**src/rtl/axis_pkg.sv**
```systemverilog
// Shared definitions for the AXI4-Stream <-> FIFO bridge pair (axis2fifo / fifo2axis).
package axis_pkg;

  localparam int DATA_WIDTH_DEF = 32;

  typedef enum logic [1:0] {
    ST_IDLE  = 2'd0,
    ST_RECV  = 2'd1,
    ST_FLUSH = 2'd2,
    ST_DRAIN = 2'd3
  } state_t;

endpackage

```
**src/rtl/axis2fifo_frame_buf.sv**
```systemverilog
// Frame storage: DEPTH x DATA_WIDTH register array, one write port and a
// registered read port (rdata updates one clock after re, holds otherwise).
module frame_buf #(
  parameter  int DATA_WIDTH = 32,
  parameter  int DEPTH      = 4,
  localparam int AW         = $clog2(DEPTH)
) (
  input  logic                  clk,
  input  logic                  rst,
  input  logic                  we,
  input  logic [AW-1:0]         waddr,
  input  logic [DATA_WIDTH-1:0] wdata,
  input  logic                  re,
  input  logic [AW-1:0]         raddr,
  output logic [DATA_WIDTH-1:0] rdata
);

  logic [DATA_WIDTH-1:0] mem_q [DEPTH];
  logic [DATA_WIDTH-1:0] rdata_q;

  // Storage itself is not reset; only the visible read register is.
  always_ff @(posedge clk) begin
    if (we) mem_q[waddr] <= wdata;
  end

  always_ff @(posedge clk) begin
    if (rst)     rdata_q <= '0;
    else if (re) rdata_q <= mem_q[raddr];
  end

  assign rdata = rdata_q;

endmodule

```
**src/rtl/axis2fifo.sv**
```systemverilog
// AXI4-Stream slave that buffers one result frame, then hands it out through a
// simple pop-style read port.
//
// state    | meaning
// ST_IDLE  | waiting for start, tready low
// ST_RECV  | accepting beats into the buffer while room remains
// ST_FLUSH | buffer full, remaining beats of the frame are swallowed
// ST_DRAIN | frame complete, host pops words until empty
module axis2fifo
  import axis_pkg::*;
#(
  parameter  int DATA_WIDTH = DATA_WIDTH_DEF,
  parameter  int DEPTH      = 4,
  localparam int CW         = $clog2(DEPTH + 1),
  localparam int AW         = $clog2(DEPTH)
) (
  input  logic                  clk,
  input  logic                  rst,
  input  logic                  start,
  input  logic [DATA_WIDTH-1:0] m_axis_tdata,
  input  logic                  m_axis_tvalid,
  output logic                  m_axis_tready,
  input  logic                  m_axis_tlast,
  input  logic                  read,
  output logic [DATA_WIDTH-1:0] dout,
  output logic                  dout_valid,
  output logic                  frame_ready,
  output logic [CW-1:0]         count,
  output logic                  overflow
);

  state_t        state_q, state_d;
  logic [AW-1:0] wr_ptr_q, wr_ptr_d;
  logic [AW-1:0] rd_ptr_q, rd_ptr_d;
  logic [CW-1:0] count_q, count_d;
  logic          overflow_q, overflow_d;
  logic          dout_valid_q, dout_valid_d;
  logic          buf_we, buf_re;
  logic          tready, accept, pop;

  // tready comes only from registered state, never from tvalid.
  assign tready = ((state_q == ST_RECV) && (count_q < CW'(DEPTH))) || (state_q == ST_FLUSH);
  assign accept = m_axis_tvalid && tready;
  assign pop    = (state_q == ST_DRAIN) && read && (count_q != '0);

  always_comb begin
    state_d      = state_q;
    wr_ptr_d     = wr_ptr_q;
    rd_ptr_d     = rd_ptr_q;
    count_d      = count_q;
    overflow_d   = overflow_q;
    dout_valid_d = 1'b0;
    buf_we       = 1'b0;
    buf_re       = 1'b0;
    case (state_q)
      ST_IDLE: begin
        if (start) begin
          state_d    = ST_RECV;
          wr_ptr_d   = '0;
          rd_ptr_d   = '0;
          count_d    = '0;
          overflow_d = 1'b0;
        end
      end
      ST_RECV: begin
        if (accept) begin
          buf_we   = 1'b1;
          wr_ptr_d = wr_ptr_q + AW'(1);
          count_d  = count_q + CW'(1);
          if (m_axis_tlast)                  state_d = ST_DRAIN;
          else if (count_q == CW'(DEPTH - 1)) state_d = ST_FLUSH;
        end
      end
      ST_FLUSH: begin
        overflow_d = 1'b1;
        if (accept && m_axis_tlast) state_d = ST_DRAIN;
      end
      ST_DRAIN: begin
        if (pop) begin
          buf_re       = 1'b1;
          rd_ptr_d     = rd_ptr_q + AW'(1);
          count_d      = count_q - CW'(1);
          dout_valid_d = 1'b1;
          if (count_q == CW'(1)) state_d = ST_IDLE;
        end
      end
      default: state_d = ST_IDLE;
    endcase
  end

  always_ff @(posedge clk) begin
    if (rst) begin
      state_q      <= ST_IDLE;
      wr_ptr_q     <= '0;
      rd_ptr_q     <= '0;
      count_q      <= '0;
      overflow_q   <= 1'b0;
      dout_valid_q <= 1'b0;
    end else begin
      state_q      <= state_d;
      wr_ptr_q     <= wr_ptr_d;
      rd_ptr_q     <= rd_ptr_d;
      count_q      <= count_d;
      overflow_q   <= overflow_d;
      dout_valid_q <= dout_valid_d;
    end
  end

  frame_buf #(
    .DATA_WIDTH (DATA_WIDTH),
    .DEPTH      (DEPTH)
  ) u_frame_buf (
    .clk   (clk),
    .rst   (rst),
    .we    (buf_we),
    .waddr (wr_ptr_q),
    .wdata (m_axis_tdata),
    .re    (buf_re),
    .raddr (rd_ptr_q),
    .rdata (dout)
  );

  assign m_axis_tready = tready;
  assign dout_valid    = dout_valid_q;
  assign frame_ready   = (state_q == ST_DRAIN);
  assign count         = count_q;
  assign overflow      = overflow_q;

endmodule

```
**config.mk**
```make
export PLATFORM = sky130hd
export DESIGN_NAME = axis2fifo
export DESIGN_NICKNAME = d
export VERILOG_FILES = /design/src/rtl/axis_pkg.sv /design/src/rtl/axis2fifo_frame_buf.sv /design/src/rtl/axis2fifo.sv
export SDC_FILE = /design/constraint.sdc
export NUM_CORES = 1
export LEC_CHECK = 0
export BUFFER_PORTS_ARGS = -buffer_cell sky130_fd_sc_hd__buf_2
export CAP_MARGIN = 20
export CORE_MARGIN = 10
export CORE_UTILIZATION = 41
export CTS_CLUSTER_SIZE = 28
export DETAILED_ROUTE_END_ITERATION = 6
export SKIP_LAST_GASP = 1
export SLEW_MARGIN = 30
export SYNTH_ARGS = -nofsm -noshare
export SYNTH_HDL_FRONTEND = slang
export SYNTH_HIERARCHICAL = 1
export SYNTH_SLANG_ARGS = --single-unit
```
**constraint.sdc**
```tcl
create_clock -name clk -period 8.6 [get_ports clk]
set_clock_uncertainty 0.05 [all_clocks]
set_input_delay 0 -clock clk [delete_from_list [all_inputs] [get_ports clk]]
set_output_delay 0 -clock clk [all_outputs]
set_load 0.02 [all_outputs]
```
==> results.py <==
metrics = {
    "place": {
        "dp_hpwl_mm": 8.74,
        "placed_cell_area_mm2": 0.00746,
        "place_inst": 685,
        "gp_congestion": 0.760,
        "io_buffers": 76,
    },
    "detailed_routing": {
        "wl_mm": 14.3,
        "first_iter_violations": 163,
        "ant_nets": 0,
        "drc": 0,
        "dr.pass1.iters": 4,
        "wl_per_cell_um": 18.9,
        "viasPerCell": 5.06,
        "num_vias": 3807,
    },
    "cells_and_area": {
        "layout.nets": 566,
        "layout.cells.non_filler": 753,
        "drive_above_1_share": 0.357,
        "syn_to_final_growth_pct": 23.2,
        "design_area_mm2": 0.00840,
    },
    "cts": {
        "clk_pin_slew_worst_paths_ns": 0.07,
        "cts-root-buf": "clkbuf_16",
        "cts_setup_buffers": 0,
        "clk_path_buf_depth": 2,
        "cts_tree": "yes",
        "cts-hold-fix-buffers": 35,
        "cts.repair.resized": 0,
        "insertion_delay_ns": 0.42,
        "cts-buffers-inserted": 17,
        "cts.sinks": 171,
        "htreeDepth": 4,
    },
    "setup_path": {
        "timing.rr.start": "state_q[1]$_SDFFE_PP0P_",
        "crit_start": "state_q[1]$_SDFFE_PP0P_",
        "crit_required_ns": 8.88,
        "worst_setup_path_end_kind": "register",
        "arrival_ns": 3.02,
        "crit_fanout": 35,
        "path_class": "register to register",
        "cp-start-kind": "register",
    },
    "sta": {
        "period_minus_slack_ns": 2.74,
        "setup_viol": 0,
        "rsz0062_at_grt": "no",
        "tightest_slew_ns": 0.876,
        "fin_setup_tns_ns": 0,
        "worst_hold_slack_ns": 0.0276,
        "drv_slew": 0,
        "hold_viol_final": 0,
        "fin_crit_sh": 0.319,
        "slew_headroom": 0.416,
        "fmax_ghz": 0.365,
    },
    "synth": {
        "yosysWarnings": 6,
        "syn_avg_cell_area_um2": 16.8,
        "synth_xor_area_frac": 0,
        "synthDistinctLibCells": 44,
        "synth_mux_area_frac": 0.0985,
        "yosys.area_share.simple": 0.0763,
        "synth_area_leader_cell": "edfxtp_1",
        "synthArstFlopShare": 0,
        "ys_seq_area_frac": 0.690,
        "synth_cells": 405,
        "synth_top_family_by_area": "multiplexers",
        "synth_edf_count": 128,
        "yosys.area_share.adder": 0.0165,
        "synth-main-ff-cell": "edfxtp_1",
        "synth_seq_cells": 171,
        "synth_compound_area_frac": 0.0945,
        "synth_fp_nets": 452,
        "syn_area_mm2": 0.00682,
        "synth_area_leaders": "edfxtp_1 56%, dfxtp_1 13%, mux2i_1 9.7%",
        "synth_top_area_frac": 0.564,
    },
    "power_and_ir_drop": {
        "power_mw": 1.92,
        "ir_drop_uv": 164,
        "power_density_mw_per_mm2": 229,
        "power_leakage_nw": 2.87,
    },
    "die": {
        "initial_core_util": 0.414,
        "die_x_um": 149,
        "pin_count": 77,
        "dieArea_mm2": 0.0222,
        "rows": 47,
        "die_y_um": 149,
        "coreArea_mm2": 0.0165,
    },
    "global_routing": {
        "use_met2": 0.220,
        "grt_pass1_vias": 4070,
        "grt_overflow": 0,
        "grt_use_met3": 0.0379,
        "grt_util_met1": 0.162,
        "grt_max_degree": 50,
        "grtUsageTotal": 0.134,
        "grt_busiest_layer": "met2",
        "grt_pass1_wl_mm": 22.7,
        "antenna_found_initial": 1,
    },
    "worst_hold_path": {
        "hold_path_class": "input port to register",
        "worstHoldStart": "read",
    },
    "run_status": {
        "status": "finished, final reports clean",
    },
    "flow_run": {
        "max-cap-violations": 0,
    },
}
area by class of cell:
type	count	area, um2
antenna	1	2.50
clock buffer	18	439
clock inverter	14	146
fill	1376	8060
inverter	8	30.0
multi-input combinational	203	1970
sequential	171	4710
tap	220	275
timing repair buffer	118	828
logic make-up after synthesis:
| logic type | count (synthesis) |
|---|---|
| DFF | 171 |
| and+or+nand+nor | 71 |
| muxes | 67 |
| AOI/OAI and AO/OA | 56 |
| buffers and inverters | 31 |
| adders and majority gates | 9 |
cell usage in the layout, fill, tap and decap left out, types with 5 or more instances in the layout:
cell,netlist,layout
ha_1,9,9
a21oi_1,6,6
o221ai_2,30,30
clkbuf_16,0,17
nand2b_1,6,6
nand2_1,6,6
nor2_1,6,5
dlygate4sd3_1,0,35
dfxtp_1,43,42
mux2i_1,66,66
edfxtp_1,128,128
buf_2,10,76
or3b_2,32,32
inv_1,7,7
sequential cells by signal, indices dropped and copies added (netlist names):
name / count
rd_ptr_q: 2
u_frame_buf/rdata: 32
state_q: 2
overflow: 1
dout_valid: 1
count: 3
u_frame_buf/mem_q: 128
wr_ptr_q: 2
path summary, 6_finish.rpt:
kind	to	cells past startpoint	slack, ns
setup / recovery	u_frame_buf/rdata[19]$_SDFFE_PP0P_	6	5.86
hold / removal	count[0]$_SDFFE_PP0P_	4	0.03
setup reg to reg	u_frame_buf/rdata[19]$_SDFFE_PP0P_	6	5.86
hold reg to reg	overflow$_SDFFE_PP0P_	2	0.47
worst max-delay path, stage by stage, from the launching register on:
cell,delay (ns)
dfxtp_1,0.40
ha_1,0.42
and3_1,0.22
buf_4,0.32
nand3b_1,0.51
buf_4,0.48
o221ai_2,0.23
Yosys cell counts (all sizes together) (3+ instances only):
cell type / instances
edfxtp: 128
mux2i: 66
dfxtp: 43
or3b: 33
o221ai: 32
buf: 16
ha: 9
inv: 8
clkbuf: 7
nand2b: 7
a21oi: 6
nand2: 6
nor2: 6
o31ai: 4
and3: 3
nor2b: 3
o21ai: 3
metal layers:
metal | vias to the layer above | share of wire
li1 | 1832 | -
met1 | 1876 | 0.45
met2 | 88 | 0.49
met3 | 11 | 0.052
met4 | 0 | 0.013
met5 | - | 0
per-stage QoR:
stage	utilization	setup WS [ns]
floorplan	-	4.73
global placement	0.449	5.86
detailed placement	0.453	5.89
CTS	0.510	5.86
global route	0.510	5.66
finish	0.510	5.86
where the power goes:
group	internal [mW]	switching, mW
clock network	0.436	0.312
registers	0.930	0.0183
logic	0.0876	0.141
No activity file was read; power rests on OpenSTA's default activity.
